$ cat src/rtl/rename_commit_seq_pkg.sv
`default_nettype none
// ============================================================================
//  Module      : rename_commit_seq_pkg
//  Description : Shared defaults and sequencer state encoding for the rename
//                free-list sequencer, its bus interface and the rename stage.
//  Revision    : 1.0
// ============================================================================
package rename_commit_seq_pkg;

   localparam int c_name_w = 6;
   localparam int c_depth  = 16;
   localparam int c_tag_w  = 4;

   typedef enum logic [1:0] {
      ST_RUN   = 2'd0,
      ST_DRAIN = 2'd1,
      ST_ACK   = 2'd2
   } seq_state_e;

endpackage
`default_nettype wire

$ cat src/rtl/rename_commit_seq_if.sv
`default_nettype none
// ============================================================================
//  Module      : rename_commit_seq_if
//  Description : Allocation / completion / free / drain bus between the rename
//                stage (master) and the commit sequencer (slave).
//  Revision    : 1.0
// ============================================================================
interface rename_commit_seq_if
   import rename_commit_seq_pkg::*;
#(
   parameter int NAME_W = c_name_w,
   parameter int TAG_W  = c_tag_w
);

   logic              ALLOC_E;
   logic [NAME_W-1:0] ALLOC_NAME;
   logic              ENQ_READY;
   logic [TAG_W-1:0]  TAG_OUT;
   logic              DONE_E;
   logic [TAG_W-1:0]  DONE_TAG;
   logic              FE;
   logic [NAME_W-1:0] NAME_F;
   logic              DRAIN_REQ;
   logic              DRAIN_ACK;
   logic [TAG_W:0]    COUNT;

   modport master (
      output ALLOC_E, ALLOC_NAME, DONE_E, DONE_TAG, DRAIN_REQ,
      input  ENQ_READY, TAG_OUT, FE, NAME_F, DRAIN_ACK, COUNT
   );

   modport slave (
      input  ALLOC_E, ALLOC_NAME, DONE_E, DONE_TAG, DRAIN_REQ,
      output ENQ_READY, TAG_OUT, FE, NAME_F, DRAIN_ACK, COUNT
   );

endinterface
`default_nettype wire

$ cat src/rtl/rename_commit_seq.sv
`default_nettype none
// ============================================================================
//  Module      : rename_commit_seq
//  Description : In-order free-list sequencer: records allocations, tracks
//                writeback, frees names strictly in allocation order, drains.
//  Revision    : 1.0
// ============================================================================
module rename_commit_seq
   import rename_commit_seq_pkg::*;
#(
   parameter int NAME_W = c_name_w,
   parameter int DEPTH  = c_depth,
   parameter int TAG_W  = $clog2(DEPTH)
) (
   input  wire logic          CLK,
   input  wire logic          RST,
   rename_commit_seq_if.slave bus
);

   localparam logic [TAG_W:0]   c_full     = (TAG_W+1)'(DEPTH);
   localparam logic [TAG_W-1:0] c_ptr_one  = TAG_W'(1);
   localparam logic [TAG_W:0]   c_cnt_zero = '0;

   logic [DEPTH-1:0]  r_valid;
   logic [DEPTH-1:0]  r_done;
   logic [NAME_W-1:0] r_name [DEPTH];
   logic [TAG_W-1:0]  r_head;
   logic [TAG_W-1:0]  r_tail;
   logic [TAG_W:0]    r_count;

   seq_state_e        r_state;
   seq_state_e        w_state_nxt;
   logic              r_acked;
   logic              w_acked_nxt;

   logic              w_enq_ready;
   logic              w_enq;
   logic              w_ret;
   logic              w_empty;
   logic [TAG_W:0]    w_count_nxt;

   assign w_enq_ready = (r_count < c_full) && (r_state == ST_RUN);
   assign w_enq       = bus.ALLOC_E && w_enq_ready;
   // Head blocks: only the oldest entry may retire, and only once complete.
   assign w_ret       = r_valid[r_head] && r_done[r_head];
   assign w_empty     = (r_count == c_cnt_zero);
   assign w_count_nxt = r_count + {{TAG_W{1'b0}}, w_enq} - {{TAG_W{1'b0}}, w_ret};

   assign bus.ENQ_READY = w_enq_ready;
   assign bus.TAG_OUT   = r_tail;
   assign bus.FE        = w_ret;
   assign bus.NAME_F    = w_ret ? r_name[r_head] : '0;
   assign bus.DRAIN_ACK = (r_state == ST_ACK);
   assign bus.COUNT     = r_count;

   always_ff @(posedge CLK or negedge RST) begin
      if (!RST) begin
         r_valid <= '0;
         r_done  <= '0;
         r_head  <= '0;
         r_tail  <= '0;
         r_count <= '0;
         for (int i = 0; i < DEPTH; i++) begin
            r_name[i] <= '0;
         end
      end else begin
         if (w_enq) begin
            r_valid[r_tail] <= 1'b1;
            r_done[r_tail]  <= 1'b0;
            r_name[r_tail]  <= bus.ALLOC_NAME;
            r_tail          <= r_tail + c_ptr_one;
         end
         if (bus.DONE_E && r_valid[bus.DONE_TAG]) begin
            r_done[bus.DONE_TAG] <= 1'b1;
         end
         // Retire is written last so it wins over a redundant completion of head.
         if (w_ret) begin
            r_valid[r_head] <= 1'b0;
            r_done[r_head]  <= 1'b0;
            r_head          <= r_head + c_ptr_one;
         end
         r_count <= w_count_nxt;
         assert (w_count_nxt <= c_full);
      end
   end

   always_ff @(posedge CLK or negedge RST) begin
      if (!RST) begin
         r_state <= ST_RUN;
         r_acked <= 1'b0;
      end else begin
         r_state <= w_state_nxt;
         r_acked <= w_acked_nxt;
      end
   end

   // r_acked marks the DRAIN that follows an ACK: no second pulse until the
   // request is dropped, and that drop is what returns the sequencer to RUN.
   always_comb begin
      w_state_nxt = r_state;
      w_acked_nxt = r_acked;
      case (r_state)
         ST_RUN: begin
            if (bus.DRAIN_REQ) begin
               w_state_nxt = ST_DRAIN;
               w_acked_nxt = 1'b0;
            end
         end
         ST_DRAIN: begin
            if (r_acked) begin
               if (!bus.DRAIN_REQ && w_empty) begin
                  w_state_nxt = ST_RUN;
                  w_acked_nxt = 1'b0;
               end
            end else if (w_empty) begin
               w_state_nxt = ST_ACK;
            end
         end
         ST_ACK: begin
            if (bus.DRAIN_REQ) begin
               w_state_nxt = ST_DRAIN;
               w_acked_nxt = 1'b1;
            end else begin
               w_state_nxt = ST_RUN;
               w_acked_nxt = 1'b0;
            end
         end
         default: begin
            w_state_nxt = ST_RUN;
            w_acked_nxt = 1'b0;
         end
      endcase
   end

endmodule
`default_nettype wire

$ cat src/flat_wrapper.sv
// flat-port wrapper written by rule: the top's interface ports become plain ports
module rename_commit_seq_flat import rename_commit_seq_pkg::*;
#(
   parameter int NAME_W = c_name_w,
   parameter int DEPTH  = c_depth,
   parameter int TAG_W  = $clog2(DEPTH)
)
  (CLK, RST, bus_ALLOC_E, bus_ALLOC_NAME, bus_DONE_E, bus_DONE_TAG, bus_DRAIN_REQ, bus_ENQ_READY, bus_TAG_OUT, bus_FE, bus_NAME_F, bus_DRAIN_ACK, bus_COUNT);
  rename_commit_seq_if #(.NAME_W(NAME_W), .TAG_W(TAG_W)) bus_i ();
  input  wire logic CLK;
  input  wire logic RST;
  input wire logic [$bits(bus_i.ALLOC_E)-1:0] bus_ALLOC_E;
  input wire logic [$bits(bus_i.ALLOC_NAME)-1:0] bus_ALLOC_NAME;
  input wire logic [$bits(bus_i.DONE_E)-1:0] bus_DONE_E;
  input wire logic [$bits(bus_i.DONE_TAG)-1:0] bus_DONE_TAG;
  input wire logic [$bits(bus_i.DRAIN_REQ)-1:0] bus_DRAIN_REQ;
  output wire logic [$bits(bus_i.ENQ_READY)-1:0] bus_ENQ_READY;
  output wire logic [$bits(bus_i.TAG_OUT)-1:0] bus_TAG_OUT;
  output wire logic [$bits(bus_i.FE)-1:0] bus_FE;
  output wire logic [$bits(bus_i.NAME_F)-1:0] bus_NAME_F;
  output wire logic [$bits(bus_i.DRAIN_ACK)-1:0] bus_DRAIN_ACK;
  output wire logic [$bits(bus_i.COUNT)-1:0] bus_COUNT;
  assign bus_i.ALLOC_E = bus_ALLOC_E;
  assign bus_i.ALLOC_NAME = bus_ALLOC_NAME;
  assign bus_i.DONE_E = bus_DONE_E;
  assign bus_i.DONE_TAG = bus_DONE_TAG;
  assign bus_i.DRAIN_REQ = bus_DRAIN_REQ;
  assign bus_ENQ_READY = bus_i.ENQ_READY;
  assign bus_TAG_OUT = bus_i.TAG_OUT;
  assign bus_FE = bus_i.FE;
  assign bus_NAME_F = bus_i.NAME_F;
  assign bus_DRAIN_ACK = bus_i.DRAIN_ACK;
  assign bus_COUNT = bus_i.COUNT;
  rename_commit_seq #(.NAME_W(NAME_W), .DEPTH(DEPTH), .TAG_W(TAG_W)) u_core (.CLK(CLK), .RST(RST), .bus(bus_i));
endmodule
$ cat config.mk
export PLATFORM = sky130hd
export DESIGN_NAME = rename_commit_seq_flat
export DESIGN_NICKNAME = d
export VERILOG_FILES = /design/src/rtl/rename_commit_seq_pkg.sv /design/src/rtl/rename_commit_seq_if.sv /design/src/rtl/rename_commit_seq.sv /design/src/flat_wrapper.sv
export SDC_FILE = /design/constraint.sdc
export NUM_CORES = 1
export LEC_CHECK = 0
export ABC_AREA = 1
export ABC_CLOCK_PERIOD_IN_PS = 2760
export BUFFER_PORTS_ARGS = -buffer_cell sky130_fd_sc_hd__buf_2
export CORE_UTILIZATION = 56
export CTS_BUF_LIST = sky130_fd_sc_hd__clkbuf_8 sky130_fd_sc_hd__clkbuf_16
export CTS_CLUSTER_DIAMETER = 30
export CTS_CLUSTER_SIZE = 10
export DETAILED_ROUTE_END_ITERATION = 10
export GPL_TIMING_DRIVEN = 0
export PLACE_DENSITY = 0.76
export SYNTH_ARGS = -nofsm -noshare
export SYNTH_HDL_FRONTEND = slang
export SYNTH_SLANG_ARGS = --single-unit
$ cat constraint.sdc
create_clock -name CLK -period 2.76 [get_ports CLK]
set_clock_uncertainty 0.05 [all_clocks]
set_input_delay 0.276 -clock CLK [delete_from_list [all_inputs] [get_ports CLK]]
set_output_delay 0.276 -clock CLK [all_outputs]
set_load 0.01 [all_outputs]
==> summary.txt <==
Worst setup path
  – WP data arrival: ~2400 ps
  – Req. time, crit path: about 2400 ps
  – CP max stage cell: dfrtp_1
  – Delay of the slowest critical-path stage: between 300 and 400 ps
  – Reg2reg end: u_core.bus.COUNT[4]
  – Crit-path most repeated cell: nand2_1
  – Stages on worst setup path: 14
  – CP Launch Type: flip-flop
  – Buf/Inv on CP: 6
  – R2r startpoint: u_core.r_head[0]
  – CP delay by family, top: buffers and inverters
  – Worst r2r path cells: 19
  – Setup CP Type: reg -> out
  – CP Capture Type: output port
  – R2R setup slack: approximately 10 ps
  – Critical path fanouts, max: 8
  – CP cell instances: buf_6 > clkinv_8 > buf_12 > nand2_1 > nand3_1 > nand2_1 > nand2_1 > nand2_1 > nor2_2 > nor2_4 > buf_6 > clkinvlp_4 > nor2_2 > buf_2

Finish
  – Most frequent cells in the layout: nand2_1, dfrtp_1, inv_1, o21ai_0, nor2_1
  – Final Cell Area: roughly 0.009 mm2
  – Layout cells sized above 1: 0.120
  – P&R area growth vs syn: 16.4%
  – Commonest non-fill, non-tap cell in the layout: nand2_1
  – Post-layout utilization of the core: 0.668
  – Final std cells w/o fill: 1249
  – Antenna Cells: 0
  – Final #Nets: approximately 1100

Timing
  – Setup-failing EPs final: 1
  – Fin crit period: 2760 ps
  – Setup WS post-layout: -3.15 ps
  – Slew HR: 0.622
  – Tcrit/Tclk final: 1.00
  – Achievable Freq: approximately 360 MHz
  – Slew @ Worst Pin: 566 ps
  – Unrepaired setup endpoints after global routing: yes
  – Worst hold slack: ~130 ps
  – Final hold vios: 0
  – Final Max Tran Viols: 0

Power and ir drop
  – VDD IR max: 604 uV
  – Pwr dens: around 1200 mW/mm2
  – Leak: between 4 and 5 nW

Worst hold path
  – WHS Endpoint: u_core.bus.TAG_OUT[0]
  – Hold path startpoint: bus_ALLOC_E
  – Min-delay worst type: in -> reg
  – Hold Path Stages: 3

Run status
  – Failing checks: setup timing
  – Status: finished with violations

GRT
  – Gr ovfl total: 0
  – Initial antenna violation count: 0
  – GRT Overall Usage: 0.305
  – Vias in the first global route: approximately 6500
  – Largest net degree at the start of global routing: 99
  – First-pass GRT wire length: 32700 um

Logic synthesis
  – Synth Register Bits: 144
  – YS warnings: 0
  – Count of cell types in the netlist: 26
  – Seq/Total Area, Yosys: 0.474
  – Synth Cell Area: 0.00760 mm2
  – Syn nets: around 1000
  – Synthesized area per cell: 7.61 um2
  – Mapped Cells: roughly 1000

Floorplan
  – Row count: between 40 and 50
  – Die X-Extent: roughly 120 um
  – Die footprint: about 0.014 mm2
  – Initial Util: 0.574
  – Io pins: 33
  – Core area: 0.0132 mm2
  – Die Y: about 120 um

Placement
  – Placed standard-cell area: about 0.0080 mm2
  – Port Buffers: 31
  – HPWL after DPL: ~14000 um
  – Placed cell count: 1207
  – Gpl congestion: about 0.9

CTS
  – CTS clock-pin slew for the worst setup and hold paths: 50 ps
  – Root Driver: clkbuf_16
  – Clock Path Buffers: 2
  – CTS tree: done
  – Later-pin clock latency in the skew report: roughly 420 ps
  – H-tree depth: 4
  – CTS buffer count: 17
  – CTS sink cnt: 144

Routing
  – Residual DRC: 0
  – Vias: around 6900
  – Final wirelength: a little over 20000 um
  – First-pass DRT Iterations: 5
  – Wire length per cell: around 16 um
  – Antenna-violating nets left: 0
  – Starting DRT DRC Count: just under 600
  – Via density per instance: between 5 and 6

Job
  – # Max-Cap Violations: 0
-- how the worst max path moves through the flow --
stage / endpoint / from / slack, ps
detailed placement: u_core.bus.COUNT[4] / u_core.r_head[1] / -360
CTS: u_core.bus.COUNT[4] / u_core.r_head[0] / -70
finish: bus_NAME_F[3] / u_core.r_head[0] / -3
global placement: u_core.r_name[80] / RST / -690
global route: bus_NAME_F[4] / u_core.r_head[0] / -150
floorplan: u_core.bus.COUNT[4] / u_core.r_head[0] / 10
-- worst min-delay path, stage by stage --
cell and delay (ps):
buf_2 90, nand2_1 110, xor2_1 80
-- cell usage after synthesis (all sizes together) --
cell	count	area, um2
nand4	9	56.3
o21ai	101	505
a32o	6	60.1
fa	1	20.0
ha	18	225
buf	33	204
a21oi	57	285
a22o	18	158
nand2	334	1260
dfrtp	144	3600
nor2	72	283
clkbuf	24	90.1
a22oi	12	90.1
o211ai	1	7.51
inv	102	385
nand3	58	290
xor2	8	70.1
xnor2	1	8.76
-- through the flow --
step	setup WS (ps)	total power, mW	TNS, ps
after CTS	-65.7	10.3	-65.7
after global placement	-688	7.80	-97930
after floorplan	11.7	6.67	0
after detailed placement	-356	7.94	-425
final	-3.15	10.8	-3.15
after global routing	-153	11.5	-993
-- timing repair --
item / in CTS / in global routing
resized for setup: 11 / 40
pin swaps: 2 / 18
hold endpoints to repair: 46 / 0
buffers inserted: 2 / 9
hold buffers: 1 / 0
setup endpoints to repair: 8 / 9
-- sequential cells by signal, summed over array words and instances, names as in the netlist --
register,count
u_core.bus.TAG_OUT,4
u_core.r_state,2
u_core.r_done,16
u_core.r_name,96
u_core.bus.COUNT,5
u_core.r_valid,16
u_core.r_head,4
u_core.r_acked,1
-- layout make-up --
class                   instances  area, um2
clock inverters                14        128
well taps                     176        220
fillers                      1171       4400
repair buffers                 43        307
inverters                     102        402
flip-flops and latches        144       3600
plain buffers                  56        338
clock buffers                  18        439
multi-input cells             696       3410
-- routing by layer --
layer	routed length [um]	global-route usage	part of all wire
met5	0	0	0
met4	678	0.147	0.033
met3	1500	0.0637	0.073
met2	9990	0.499	0.49
met1	8410	0.386	0.41
-- logic make-up after synthesis --
kind of cell | share of synthesized area
buffers and inverters | 0.0894
XOR/XNOR | 0.0104
AND/OR/NAND/NOR | 0.248
flip-flops | 0.474
AO/OA/AOI/OAI | 0.146
adder cells (fa/ha/maj) | 0.0323
-- report_power, final --
group	switching, mW	leakage [nW]	internal (mW)	total, mW
Sequential	0.561	1.86	3.00	3.56
Clock	0.871	0.290	1.33	2.20
Combinational	3.04	2.29	1.96	5.00
Total	4.48	4.44	6.29	10.8
No activity file was read; power rests on OpenSTA's default activity.
